==> src/rtl/hit_judge_pkg.sv <==
// Shared types and default sizing for the note-hit judge, note scroller and game controller.
package hit_judge_pkg;

    typedef enum logic [0:0] {
        IDLE  = 1'b0,
        ARMED = 1'b1
    } state_e;

    localparam int LANES_DEF    = 5;
    localparam int WINDOW_DEF   = 8;
    localparam int STREAK_W_DEF = 8;

endpackage

==> src/rtl/hit_judge_if.sv <==
// Note handshake between the note-chart scroller (master) and the hit judge (slave).
interface hit_judge_if
    import hit_judge_pkg::*;
#(
    parameter int LANES = LANES_DEF
) ();
    logic             note_valid;
    logic [LANES-1:0] note_lanes;
    logic             note_ready;

    modport master (output note_valid, output note_lanes, input  note_ready);
    modport slave  (input  note_valid, input  note_lanes, output note_ready);
endinterface

==> src/rtl/hit_judge_edge_detect.sv <==
// Rising-edge detector: compares each bit against its previous-cycle registered copy.
module edge_detect
    import hit_judge_pkg::*;
#(
    parameter int W = 1
) (
    input  logic         clk,
    input  logic         rst_n,
    input  logic [W-1:0] din,
    output logic [W-1:0] rise
);
    logic [W-1:0] prev_q;
    logic [W-1:0] prev_d;

    always_comb begin
        prev_d = din;
    end

    always_ff @(posedge clk or negedge rst_n) begin
        if (!rst_n) begin
            prev_q <= '0;
        end else begin
            prev_q <= prev_d;
        end
    end

    assign rise = din & ~prev_q;
endmodule

==> src/rtl/hit_judge.sv <==
// Judges fret/strum input against one latched note chord within a tick-based window.
// HIT_JUDGE_STRUM_EN: judge on strum rising edge; otherwise on any fret rising edge.
module hit_judge
    import hit_judge_pkg::*;
#(
    parameter int LANES    = LANES_DEF,
    parameter int WINDOW   = WINDOW_DEF,
    parameter int STREAK_W = STREAK_W_DEF
) (
    input  logic                clk,
    input  logic                rst_n,
    input  logic                pause,
    input  logic                beg,
    input  logic                tick,
    input  logic [LANES-1:0]    fret,
    input  logic                strum,
    hit_judge_if.slave          note_if,
    output logic                comp,
    output logic                miss,
    output logic [STREAK_W-1:0] streak
);
    localparam int CNT_W = (WINDOW > 1) ? $clog2(WINDOW) : 1;
    localparam logic [CNT_W-1:0] CNT_LOAD = CNT_W'(WINDOW - 1);

    state_e              state_q, state_d;
    logic [CNT_W-1:0]    cnt_q, cnt_d;
    logic [LANES-1:0]    lanes_q, lanes_d;
    logic [STREAK_W-1:0] streak_q, streak_d;
    logic                comp_q, comp_d;
    logic                miss_q, miss_d;

    logic [LANES-1:0]    fret_rise;
    logic                strum_rise;
    logic                trigger;
    logic                ready;

    edge_detect #(.W(LANES)) u_fret_edge (
        .clk  (clk),
        .rst_n(rst_n),
        .din  (fret),
        .rise (fret_rise)
    );

    edge_detect #(.W(1)) u_strum_edge (
        .clk  (clk),
        .rst_n(rst_n),
        .din  (strum),
        .rise (strum_rise)
    );

`ifdef HIT_JUDGE_STRUM_EN
    logic unused_fret_rise;
    assign trigger          = strum_rise;
    assign unused_fret_rise = |fret_rise;
`else
    logic unused_strum_rise;
    assign trigger           = |fret_rise;
    assign unused_strum_rise = strum_rise;
`endif

    assign ready            = (state_q == IDLE) && beg && !pause;
    assign note_if.note_ready = ready;

    always_comb begin
        state_d  = state_q;
        cnt_d    = cnt_q;
        lanes_d  = lanes_q;
        streak_d = streak_q;
        comp_d   = 1'b0;
        miss_d   = 1'b0;

        if (!beg) begin
            state_d  = IDLE;
            cnt_d    = '0;
            streak_d = '0;
        end else if (!pause) begin
            case (state_q)
                IDLE: begin
                    if (note_if.note_valid) begin
                        lanes_d = note_if.note_lanes;
                        cnt_d   = CNT_LOAD;
                        state_d = ARMED;
                    end
                end
                ARMED: begin
                    // A trigger on the expiry tick is still judged on its chord.
                    if (trigger) begin
                        state_d = IDLE;
                        if (fret == lanes_q) begin
                            comp_d   = 1'b1;
                            streak_d = (streak_q == {STREAK_W{1'b1}}) ? streak_q
                                                                      : streak_q + 1'b1;
                        end else begin
                            miss_d   = 1'b1;
                            streak_d = '0;
                        end
                    end else if (tick) begin
                        if (cnt_q == '0) begin
                            miss_d   = 1'b1;
                            streak_d = '0;
                            state_d  = IDLE;
                        end else begin
                            cnt_d = cnt_q - 1'b1;
                        end
                    end
                end
                default: state_d = IDLE;
            endcase
        end
    end

    always_ff @(posedge clk or negedge rst_n) begin
        if (!rst_n) begin
            state_q  <= IDLE;
            cnt_q    <= '0;
            lanes_q  <= '0;
            streak_q <= '0;
            comp_q   <= 1'b0;
            miss_q   <= 1'b0;
        end else begin
            state_q  <= state_d;
            cnt_q    <= cnt_d;
            lanes_q  <= lanes_d;
            streak_q <= streak_d;
            comp_q   <= comp_d;
            miss_q   <= miss_d;
        end
    end

    assign comp   = comp_q;
    assign miss   = miss_q;
    assign streak = streak_q;
endmodule

==> src/flat_wrapper.sv <==
// flat-port wrapper written by rule: the top's interface ports become plain ports
module hit_judge_flat import hit_judge_pkg::*;
#(
    parameter int LANES    = LANES_DEF,
    parameter int WINDOW   = WINDOW_DEF,
    parameter int STREAK_W = STREAK_W_DEF
)
  (clk, rst_n, pause, beg, tick, fret, strum, comp, miss, streak, note_if_note_valid, note_if_note_lanes, note_if_note_ready);
  hit_judge_if #(.LANES(LANES)) note_if_i ();
  input  logic clk;
  input  logic rst_n;
  input  logic pause;
  input  logic beg;
  input  logic tick;
  input  logic [LANES-1:0] fret;
  input  logic strum;
  output logic comp;
  output logic miss;
  output logic [STREAK_W-1:0] streak;
  input wire logic [$bits(note_if_i.note_valid)-1:0] note_if_note_valid;
  input wire logic [$bits(note_if_i.note_lanes)-1:0] note_if_note_lanes;
  output wire logic [$bits(note_if_i.note_ready)-1:0] note_if_note_ready;
  assign note_if_i.note_valid = note_if_note_valid;
  assign note_if_i.note_lanes = note_if_note_lanes;
  assign note_if_note_ready = note_if_i.note_ready;
  hit_judge #(.LANES(LANES), .WINDOW(WINDOW), .STREAK_W(STREAK_W)) u_core (.clk(clk), .rst_n(rst_n), .pause(pause), .beg(beg), .tick(tick), .fret(fret), .strum(strum), .note_if(note_if_i), .comp(comp), .miss(miss), .streak(streak));
endmodule
==> config.mk <==
export PLATFORM = sky130hd
export DESIGN_NAME = hit_judge_flat
export DESIGN_NICKNAME = d
export VERILOG_FILES = /design/src/rtl/hit_judge_pkg.sv /design/src/rtl/hit_judge_if.sv /design/src/rtl/hit_judge_edge_detect.sv /design/src/rtl/hit_judge.sv /design/src/flat_wrapper.sv
export SDC_FILE = /design/constraint.sdc
export NUM_CORES = 1
export LEC_CHECK = 0
export CAP_MARGIN = 30
export CORE_MARGIN = 2
export CORE_UTILIZATION = 51
export CTS_BUF_LIST = sky130_fd_sc_hd__clkbuf_8
export CTS_CLUSTER_DIAMETER = 120
export DETAILED_ROUTE_END_ITERATION = 16
export HOLD_SLACK_MARGIN = 0.02
export PLACE_DENSITY = 0.81
export SYNTH_ARGS = -nofsm -noshare
export SYNTH_HDL_FRONTEND = slang
export SYNTH_SLANG_ARGS = --single-unit
==> constraint.sdc <==
create_clock -name clk -period 2.4 [get_ports clk]
set_input_delay 0.6 -clock clk [delete_from_list [all_inputs] [get_ports clk]]
set_output_delay 0.6 -clock clk [all_outputs]
set_load 0.03 [all_outputs]
# Word level (Yosys, flattened, before mapping)
# Cells that the tools add are included.
[totals]
regBits = 24
in_bits = 17
out_inout_bits = 11
elab_cells = 66
[classes]
n_addsub = 2
n_eq_ne = 11
muxes = 34
n_bitwise = 4
n_reduce_logical = 8
[op_table]
columns = ["operator", "count"]
rows = [
  ["$mux 8", 8],
  ["$mux 1", 18],
  ["$mux 3", 6],
  ["$ne 3x3->1 const B", 4],
  ["$reduce_and 5->1", 2],
  ["$add 8x1->8 const B", 1],
  ["$eq 8x8->1 const B", 1],
  ["$ne 3x1->1 const B", 2],
  ["$pmux 3 s2", 1],
  ["$and 5x5->5", 1],
  ["$eq 5x5->1", 1],
  ["$not 5->5", 1],
  ["$reduce_or 5->1", 1],
  ["$ne 4x4->1 const B", 1],
  ["$reduce_and 4->1", 1],
  ["$logic_not 3->1", 1],
  ["$sub 3x1->3 const B", 1],
  ["$logic_and 1x1->1", 2],
  ["$ne 2x1->1 const B", 1],
  ["$ne 2x2->1 const B", 1],
  ["$not 1->1", 2],
  ["$pmux 1 s2", 1],
  ["$logic_not 1->1", 1],
]

# Logic depth before layout (Yosys ltp)
[logic_depth]
ltp_word = 7
depth_mapped = 6
ltp_nobuf = 6

# Cells and area by module
# Synthesis repeated with hierarchy kept, for this count alone.
[unflattened]
cells_unflattened = 117
area_unflattened_um2 = 1337.5
[modules_own_cells]
columns = ["module", "instances", "cells_per_inst", "area_each_um2", "seq_area_each_um2"]
rows = [
  ["hit_judge", 1, 107, 1143.6, 475.5],
  ["edge_detect", 1, 10, 193.9, 125.1],
]

# Least setup slack after synthesis
# Ideal clock, no wire load.
[synth_path]
kind = "input to register"
start = "input fret[0]"
end = "register u_core.cnt_q[2]"
setup_ns = 0.122
arrival_time_ns = 2.119
required_time_ns = 2.278
setup_slack_ns = 0.159
path_stages = 4
n_path_buf = 0
cell_sequence = "a222oi_1 nand3_1 or4_1 a32o_1"
[synth_between]
elab_chain_cells = 4
[synth_lines]
columns = ["item", "line", "source"]
rows = [
  ["from (decl)", "flat_wrapper.sv:15", "input logic [LANES-1:0] fret;"],
  ["$and 5x5->5", "hit_judge_edge_detect.sv:27", "assign rise = din & ~prev_q;"],
  ["$reduce_or 5->1", "hit_judge.sv:57", "assign trigger = |fret_rise;"],
  ["$ne 3x3->1 (no source line)", "-", ""],
  ["$reduce_and 5->1 (no source line)", "-", ""],
  ["to (signal assigned)", "hit_judge.sv:122", "cnt_q <= cnt_d;"],
  ["to (decl)", "hit_judge.sv:26", "logic [CNT_W-1:0] cnt_q, cnt_d;"],
]
# Every way passes these cells.
# A chain may end at the register's enable or synchronous reset.

# Worst setup path after layout
[layout_path]
start = "input fret[3]"
end = "register u_core.streak_q[0], in the netlist u_core.streak[0]"
[layout_between]
elab_chain_cells = 6
elab_cells_between_ends = 12
cone_classes = "eq/ne: 4; mux: 5; bitwise: 1; reduce/logical: 2"
[layout_lines]
columns = ["item", "line", "source"]
rows = [
  ["$eq 5x5->1 / $and 5x5->5 (equally long branches)", "hit_judge.sv:89, hit_judge_edge_detect.sv:27", ""],
  ["$mux 8 / $reduce_or 5->1 (equally long branches)", "hit_judge.sv:89, hit_judge.sv:57", ""],
  ["$mux 8", "hit_judge.sv:87", "if (trigger) begin"],
  ["$mux 8", "hit_judge.sv:77", "case (state_q)"],
  ["$mux 8", "hit_judge.sv:76", "end else if (!pause) begin"],
  ["$mux 8", "hit_judge.sv:72", "if (!beg) begin"],
  ["to (signal assigned)", "hit_judge.sv:124", "streak_q <= streak_d;"],
  ["to (decl)", "hit_judge.sv:28", "logic [STREAK_W-1:0] streak_q, streak_d;"],
]
# Several ways; a longest one is shown, not always the timed one. The select of a mux whose other input is x is not followed.

==> metrics.sh <==
GP_CONGESTION=0.796
CRIT_TOP_CELL='buf_4'
CLOCK_TREE_FROM_TRITONCTS='done'
PLACED_AREA_SQ_UM=1610
TIGHTEST_SLEW_NS=0.338
SYNTH_SEQ_CELLS=24
CRITICAL_PATH_CLASS='in -> reg'
GRT_START_MAX_NET_PINS=25
LAYOUT-AREA-OVERHEAD-VS-SYNTH_PCT=35.2
MAX_SLEW_MARGIN=0.775
FIRST_GLOBAL_VIAS=1058
DR_TOTAL_VIAS=1099
OUTCOME='completed'
YOSYS_MOST_USED_DFF='dfrtp_1'
SYNTH-EDFF-COUNT=0
GRT_REMAINING_OVERFLOW=0
YS_TOP_CELLS_BY_AREA='dfrtp_1, inv_1, mux2_2'
SETUP.WORST_PATH.END_CLASS='flop'
AVGVIACOUNTPERCELL=5.66
FIN_UTIL=0.748
SYNTH-XOR-AREA-SHARE=0.0351
ROUTEDWLPERCELL_MICRONS=15.0
POST_SYNTHESIS_MUX_AREA_SHARE=0.0612
LEAKAGE_POWER_FIGURE_uW=0.000737
FINALHOLDVIOLATIONS=0
MOST_FREQUENT_CELLS_AFTER_SYNTHESIS='dfrtp_1, inv_1, nand3_1, nand2_1'
COREAREA_SQ_UM=2250
COMPOUND_GATE_PORTION_OF_THE_SYNTHESIZED_AREA=0.162
CTS.SINKS=24
TIMING.FMAX_GHz=0.437
SYNTHESIS.AREA_SQ_UM=1250
DRT-TOTAL-WL_MICRONS=2920
SKEW_NS=0.00499
HOLDCRITPATHCLASS='reg -> reg'
FLOORPLAN.INITIALDENSITY=0.553
POST_SYNTH_AND_OR_NAND_NOR_AREA_FRACTION=0.170
CTS_INSERTED_BUFFERS=3
CRITICAL_PATH.CELL_CHAIN='clkdlybuf4s50_1 > a222oi_1 > buf_4 > buf_4 > a211oi_1 > buf_4 > a22oi_1 > o21ai_0'
ANTENNA_FOUND_INITIAL=0
MAIN_COMBINATIONAL_CELL_FAMILY_BY_AREA_AFTER_SYNTHESIS='simple AND/OR/NAND/NOR gates'
NETS=187
FINALSETUPVIOLATIONS=0
FINALNONFILLERCELLS=194
FINAL_LAYOUT_SIZE_SUFFIX_GT1_FRAC=0.139
GRT_FIRST_PASS_WIRELENGTH_MICRONS=4920
PORT_BUFFERS=26
DP_SLACK_NS=-0.215
ASYNCSETRESETFLOPFRACSYNTH=1.00
SYN-NUM-NETS=147
CP_DATA_ARRIVAL_TIME_NS=2.43
HTREE_NUM_LEVELS=1
POSTLAYOUTCELLAREA_SQ_UM=1690
CLK_PIN_SLEW_WORST_PATHS_NS=0.09
WORST_SETUP_PATH_START_KIND='primary input'
TOTAL_OF_WARNINGS_RAISED_BY_YOSYS=0
WORSTPATHREQUIRED_NS=2.54
SYN_AREA_PER_CELL_SQ_UM=9.82
DETAIL_ROUTE.ITER0.VIOLATIONS=30
PLACED_CELL_COUNT=189
SYNTH_LARGEST_TYPE_AREA_FRACTION=0.481
YOSYS.CELL_TYPES.COUNT=30
WORST_SLACK_NS=0.113
DIE_FOOTPRINT_SQ_UM=2860
IR_DROP_mV=0.466
CRITPATHMAXFANOUT=6
CELL_WITH_THE_MOST_INSTANCES_AFTER_SYNTHESIS='dfrtp_1'
CTS_HOLD_BUFFERS=0
DP_HPWL_MICRONS=2100
IOPINCOUNT=28
DRT_FIRST_PASS_ITERS=4
CELL_AT_THE_SLOWEST_STAGE_OF_THE_CRITICAL_PATH='clkdlybuf4s50_1'
REMAINING_DRC_ERRORS=0
CTS_ROOT_BUFFER='clkbuf_8'
ROWS=17
MAXSLEWVIOLCOUNT=0
MAX-CAP-VIOLATIONS=0
POSTCTSRESIZEDCELLS=0
SYNTH_CELLS=127
MAXIMUM_NUMBER_OF_BUFFERS_FROM_CLOCK_ROOT_TO_SINK=2
CHIPWIDTH_MICRONS=53.5
CRITICAL-PATH-MAX-STAGE-DELAY_NS=0.47
FIN_HOLD_WS_NS=0.519
ANTENNA_CELLS=0
POST-ROUTE-PERIOD-UTIL=0.953
YOSYSSEQAREASHARE=0.481
PWR_DENSITY_CELL_nW_PER_UM2=574
ANTENNA_LEFT=0
FINAL.MIN_CLOCK_PERIOD_NS=2.29
CLK-INSERTION-DELAY-LATE_NS=0.27
SYNTH_FA_HA_AREA_FRAC=0.0301
NETLIST.TOP_CELL.BY_AREA='dfrtp_1'
DIE_HEIGHT_MICRONS=53.5
GLOBAL_ROUTE.USAGE.TOTAL=0.242
registers in the layout, summed over array words and instances, names as in the netlist:
register	cells
u_core.state_q	1
u_core.miss	1
u_core.streak	8
u_core.comp	1
u_core.u_fret_edge.prev_q	5
u_core.cnt_q	3
u_core.lanes_q	5
per-layer routing:
| layer | track usage | up-vias | wire, microns |
|---|---|---|---|
| li1 | - | 532 | - |
| met1 | 0.317 | 536 | 1290 |
| met2 | 0.416 | 27 | 1490 |
| met3 | 0.0254 | 4 | 102 |
| met4 | 0.0769 | 0 | 29 |
| met5 | 0 | - | 0 |
area by class of cell:
| class | instances | area, sq um |
|---|---|---|
| clock buffer | 3 | 41.3 |
| clock inverter | 1 | 30.0 |
| inverter | 18 | 67.6 |
| multi-input combinational | 83 | 572 |
| sequential | 24 | 601 |
| timing repair buffer | 37 | 340 |
| fill | 167 | 568 |
| tap | 28 | 35.0 |
worst max-delay path: cells and delay by family:
family          cells  cell delay (ns)
buf+inv             4             0.95
compound gates      4             0.88
cells by family after synthesis:
logic type               count (synthesis)
AO/OA/AOI/OAI                           27
AND/OR/NAND/NOR                         41
multiplexers                             7
adder cells (fa/ha/maj)                  3
flip-flops                              24
XOR/XNOR                                 5
buffers and inverters                   20
per-stage QoR:
step	TNS, ns	total power (uW)
after floorplan	0	548
after global placement	-0.298	613
after detailed placement	-1.37	622
after CTS	0	975
after global routing	-0.0678	1010
final	0	969
path summary, 6_finish.rpt:
check,end,startpoint,cells after the start,slack [ns]
setup / recovery,u_core.streak[0],fret[3],8,0.11
hold / removal,u_core.streak[3],u_core.streak[3],1,0.52
setup reg to reg,u_core.streak[0],u_core.u_fret_edge.prev_q[0],8,0.54
hold reg to reg,u_core.streak[3],u_core.streak[3],1,0.52
max in group asynchronous,u_core.streak[6],rst_n,2,1.47
min in group asynchronous,u_core.u_fret_edge.prev_q[2],rst_n,2,0.68
layout by cell type, fill, tap and decap left out, types with 2 or more instances in the layout:
master / synthesis / layout
buf_4: 0 / 12
xnor2_1: 5 / 5
mux2_2: 5 / 5
a211oi_1: 3 / 3
mux2i_1: 2 / 2
dfrtp_1: 24 / 24
nand2b_1: 2 / 2
o21ai_0: 7 / 7
a22oi_1: 7 / 7
and3_1: 6 / 6
or4_1: 2 / 2
nand3_1: 11 / 11
inv_1: 18 / 18
nor2_1: 4 / 4
ha_1: 3 / 3
nor3_1: 2 / 2
clkdlybuf4s50_1: 0 / 25
clkbuf_8: 0 / 3
nand2_1: 10 / 10
o21a_1: 2 / 2
power breakdown:
| part | switching [uW] | internal (uW) |
|---|---|---|
| Clock | 127 | 223 |
| Sequential | 18.2 | 432 |
| Combinational | 81.1 | 87.1 |
what timing repair did:
action | CTS | global route
pin swaps | 1 | 1
setup buffers | 0 | 1
setup endpoints to repair | 2 | 6
Note: power is estimated with default switching activity, not from simulation.
==> patch 1, RTL diff (same settings) <==
`STREAK_W_DEF`: 8 -> 6.
--- a/src/rtl/hit_judge_pkg.sv
+++ b/src/rtl/hit_judge_pkg.sv
@@ -10,3 +10,3 @@
     localparam int WINDOW_DEF   = 8;
-    localparam int STREAK_W_DEF = 8;
+    localparam int STREAK_W_DEF = 6;
 
Interface: changed (resized streak); port bits go from 28 to 26. No check against the original RTL was run, so the function may have changed too.
==> patch 1 against the original RTL <==
- design area shrank 8.7%
- power shrank 14%
- global-route usage fell by 3.5 points
- wire length fell by 20%
- critical path depth decreased by 4
- area after synthesis shrank 3.1%
- sequential cell count shrank 2
- via count decreased by 19%
- count of clock-buffer cells in the layout is 1 higher
- sequential share of layout area rose by 0.13 points
- setup slack gained 0.087 ns
- largest cell class is now multi-input combinational cells
==> patch 1: results <==
export IMPL_status="completed"
export IMPL_synth_ff_type="dfrtp_1"
export IMPL_worst_path_max_fanout=5
export IMPL_critPathTopFamily="buffers and inverters"
export IMPL_routabilityCongestion=0.727
export IMPL_largest_reg_flops=6
export IMPL_vias=889
export IMPL_leakage_nw=0.715
export IMPL_grtUsageMet2=0.367
export IMPL_fillers=164
export IMPL_via_per_inst=5.39
export IMPL_drt_total_wl_microns=2330
export IMPL_numPortBuffers=24
export IMPL_synth_top_cells_by_area="dfrtp_1 (46%), mux2_2 (4.7%), o21ai_2 (4.3%)"
export IMPL_syn_mean_instance_area_sq_um=11.2
export IMPL_yosysUniqueCellTypes=34
export IMPL_pre_cts_ws_ns=0.116
export IMPL_htreeDepth=1
export IMPL_p_int_w=0.000622
export IMPL_worst_pin_slew_ns=0.428
export IMPL_drive_above_1_share=0.197
export IMPL_ff2ff_setup_slack_ns=0.84
export IMPL_reg2reg_to="u_core.cnt_q[2]"
export IMPL_dp_cells=161
export IMPL_r2r_cells=7
export IMPL_syn_num_nets=128
export IMPL_clock_path_buffers=2
export IMPL_first_global_vias=947
export IMPL_wl_met2_microns=1180
export IMPL_reg2reg_from="u_core.cnt_q[0]"
export IMPL_met1_length_microns=1030
export IMPL_hold_start="u_core.lanes_q[3]"
export IMPL_ys_async_sr_fraction=1.00
export IMPL_vdd_drop_max_uv=472
export IMPL_grt_use_total=0.208
export IMPL_firstDrtPassIters=4
export IMPL_grtUsageMet1=0.252
export IMPL_final_nets=158
export IMPL_clk_pin_slew_ns=0.07
export IMPL_slowest_delay_ns=0.46
export IMPL_topRoutingLayerUsed="met4"
export IMPL_hold_end="u_core.lanes_q[3]"
export IMPL_antenna_cells=0
export IMPL_fin_skew_ns=0.00464
export IMPL_dp_hpwl_microns=1800
export IMPL_synth_yosys_seq_area_share=0.455
export IMPL_synth_common_cells="dfrtp_1 (22), inv_1 (12), nor2_1 (8)"
export IMPL_arrival_ns=1.60
export IMPL_clk_latency_ns=0.26
export IMPL_grt_max_degree=23
export IMPL_grt_util_met3=0.0314
export IMPL_wl_met3_microns=87
export IMPL_cts_made_buffers=3
export IMPL_drtIter0Drc=8
export IMPL_grt_pass1_wl_microns=4180
-- patch 1: kinds of logic after synthesis --
kind of cell / Yosys count / share of synthesized area
and+or+nand+nor: 37 / 0.188
muxes: 5 / 0.0466
xor gates and xnor gates: 5 / 0.0362
DFF: 22 / 0.455
adders and majority gates: 3 / 0.0311
buffers and inverters: 14 / 0.0497
AOI/OAI and AO/OA: 22 / 0.193
-- patch 1: power groups by stage --
stage / Clock [W] / Combinational (W) / Sequential (W)
after global placement: 0 / 0.000143 / 0.000427
after global routing: 0.000282 / 0.000162 / 0.000426
after CTS: 0.000268 / 0.000150 / 0.000423
after floorplan: 0 / 0.0000915 / 0.000425
final: 0.000264 / 0.000147 / 0.000423
after detailed placement: 0 / 0.000148 / 0.000429
-- patch 1: final cells by class --
type	count	area [sq um]	area share
repair buffers	26	253	0.164
flip-flops and latches	22	551	0.357
multi-input cells	72	598	0.388
well taps	28	35.0	0.0227
inverters	13	48.8	0.0317
clock buffers	4	55.1	0.0357
-- patch 1: through the flow --
stage | instance area [sq um] | hold slack (ns) | util
6_report | 1540 | 0.541 | 0.690
5_1_grt | 1540 | 0.563 | 0.690
4_1_cts | 1540 | 0.544 | 0.690
3_5_place_dp | 1490 | 0.522 | 0.665
3_3_place_gp | 1490 | 0.511 | 0.665
2_1_floorplan | 1210 | 0.304 | -
-- patch 1: how the worst max path moves through the flow --
stage,slack [ns],startpoint,endpoint,depth (start not counted)
after floorplan,0.59,pause,note_if_note_ready,2
after global placement,0.15,fret[3],u_core.streak[5],6
after detailed placement,0.12,fret[0],u_core.streak[4],6
after CTS,0.20,pause,note_if_note_ready,4
after global routing,0.15,pause,note_if_note_ready,4
final,0.20,pause,note_if_note_ready,4
==> patch 2, RTL diff (same flow settings) <==
Made on the original files. Reset style: synchronous (`rst_n`), changed in 2 clocked blocks.
--- a/src/rtl/hit_judge_edge_detect.sv
+++ b/src/rtl/hit_judge_edge_detect.sv
@@ -18,3 +18,3 @@
 
-    always_ff @(posedge clk or negedge rst_n) begin
+    always_ff @(posedge clk) begin
         if (!rst_n) begin
--- a/src/rtl/hit_judge.sv
+++ b/src/rtl/hit_judge.sv
@@ -111,3 +111,3 @@
 
-    always_ff @(posedge clk or negedge rst_n) begin
+    always_ff @(posedge clk) begin
         if (!rst_n) begin
Behaviour: differs if rst_n is asserted again (counterexample within 4 cycles, from zero or initial values and one cycle with rst_n low); with rst_n held inactive, the same outputs for 10 cycles.
==> patch 2 against the original RTL <==
- setup slack better by 0.082 ns
- sequential share of layout area is 5.8 points lower
- sequential cell count stayed put
- register-to-register slack worse by 0.12 ns
- design area is 4.5% lower
- area after synthesis is 1.9% lower
- wire length is 16% lower
- power is 23% lower
- critical path type is now input pin to output pin
==> patch 2: results <==
export IMPL_synth_fa_ha_area_frac=0.0307
export IMPL_synth_edf_count=0
export IMPL_clock_path_buffers=2
export IMPL_clk_pin_slew_ns=0.08
export IMPL_arrival_ns=1.60
export IMPL_final_nets=185
export IMPL_p_per_area_mw_per_mm2=465
export IMPL_grt_max_degree=13
export IMPL_ys_warn_count=0
export IMPL_syn_num_nets=148
export IMPL_via_per_inst=5.40
export IMPL_largest_reg_flops=8
export IMPL_placed_cell_area_sq_mm=0.00157
export IMPL_synthXorXnorAreaFrac=0.0429
export IMPL_drcViolationCount=0
export IMPL_numPortBuffers=26
export IMPL_cts_root_buf="clkbuf_8"
export IMPL_routabilityCongestion=0.789
export IMPL_htreeDepth=1
export IMPL_synth_common_cells="dfxtp_1 (24), inv_1 (9), and2_1 (7)"
export IMPL_cts_made_buffers=3
export IMPL_drive_above_1_share=0.141
export IMPL_min_path_type="flop to flop"
export IMPL_post_cts_resize_count=0
export IMPL_ys_async_sr_fraction=0
export IMPL_antenna_cells=0
export IMPL_first_global_vias=951
export IMPL_post_cts_buffers=0
export IMPL_leakage_nw=0.618
export IMPL_synth_yosys_seq_area_share=0.393
export IMPL_fin_skew_ns=0.00257
export IMPL_antenna_found_initial=0
export IMPL_drtIter0Drc=12
export IMPL_avgRoutedWirePerCell_microns=12.8
export IMPL_vdd_drop_max_uv=324
export IMPL_synth_top_cells_by_area="dfxtp_1 (39%), mux2i_1 (4.1%), and2_1 (3.6%)"
export IMPL_dp_hpwl_microns=1910
export IMPL_worst_path_max_fanout=3
export IMPL_grt_pass1_wl_microns=4110
export IMPL_status="completed"
export IMPL_swShare=0.229
export IMPL_fillers=172
export IMPL_synth_ff_type="dfxtp_1"
export IMPL_yosysUniqueCellTypes=43
export IMPL_grt_use_total=0.202
export IMPL_synth_mux_area_frac=0.0593
export IMPL_synth_compound_area_frac=0.181
export IMPL_firstDrtPassIters=4
export IMPL_clk_latency_ns=0.26
export IMPL_relSlewSlack=0.791
## patch 2: cell count changes in the layout (fill, tap and decap cells not counted), moves of 4 or more
cell / before / now
and2_1: 0 / 7
mux2_2: 5 / 1
nor2b_1: 0 / 6
dfxtp_1: 0 / 24
a22oi_1: 7 / 0
dfrtp_1: 24 / 0
nand3_1: 11 / 6
nand2_1: 10 / 4
inv_1: 18 / 9
nand2b_1: 2 / 6
o21ai_0: 7 / 0
a21oi_1: 1 / 6
## patch 2: power by group through the flow
stage | clock (W) | combinational (W) | sequential, W
final | 0.000232 | 0.000103 | 0.000413
after CTS | 0.000236 | 0.000103 | 0.000413
after global routing | 0.000255 | 0.000113 | 0.000415
after global placement | 0 | 0.000100 | 0.000422
after floorplan | 0 | 0.0000533 | 0.000422
after detailed placement | 0 | 0.000102 | 0.000423
## patch 2: cell type report
type,instances,area share
Multi-Input combinational cell,93,0.436
Timing Repair Buffer,34,0.197
Sequential cell,24,0.298
Inverter,9,0.0210
Tap cell,28,0.0218
Clock buffer,3,0.0256
## patch 2: cell families after synthesis
group / after synthesis
compound gates: 27
mux: 7
xor+xnor: 6
buf+inv: 11
fa+ha+maj: 3
simple gates: 50
flops: 24
## patch 2: stage by stage
step / worst slack, ns / total power, W / std cells / TNS (ns)
after CTS: 0.200 / 0.000753 / 191 / 0
final: 0.195 / 0.000748 / 191 / 0
after floorplan: 0.443 / 0.000475 / 128 / 0
after global placement: -0.0149 / 0.000523 / 188 / -0.0369
after detailed placement: -0.0592 / 0.000525 / 188 / -0.221
after global routing: 0.141 / 0.000782 / 191 / 0
## patch 2: metal layers
| metal | part of all wire | vias to the layer above | track usage |
|---|---|---|---|
| met3 | 0.026 | 4 | 0.0339 |
| met4 | 0.013 | 0 | 0.0897 |
| li1 | - | 534 | - |
| met1 | 0.49 | 475 | 0.266 |
| met2 | 0.47 | 19 | 0.321 |
| met5 | 0 | - | 0 |
## patch 2: critical path, stage by stage
cell,delay [ns]
clkdlybuf4s50_1,0.42
buf_4,0.15
nor2_1,0.12
and2_1,0.16
buf_4,0.16
## patch 2: worst paths after layout
kind,depth (start not counted),slack (ns),to,startpoint
setup / recovery,5,0.20,note_if_note_ready,pause
hold / removal,1,0.47,u_core.cnt_q[0],u_core.cnt_q[0]
setup reg to reg,6,0.42,u_core.streak[3],u_core.streak[0]
hold reg to reg,1,0.47,u_core.cnt_q[0],u_core.cnt_q[0]
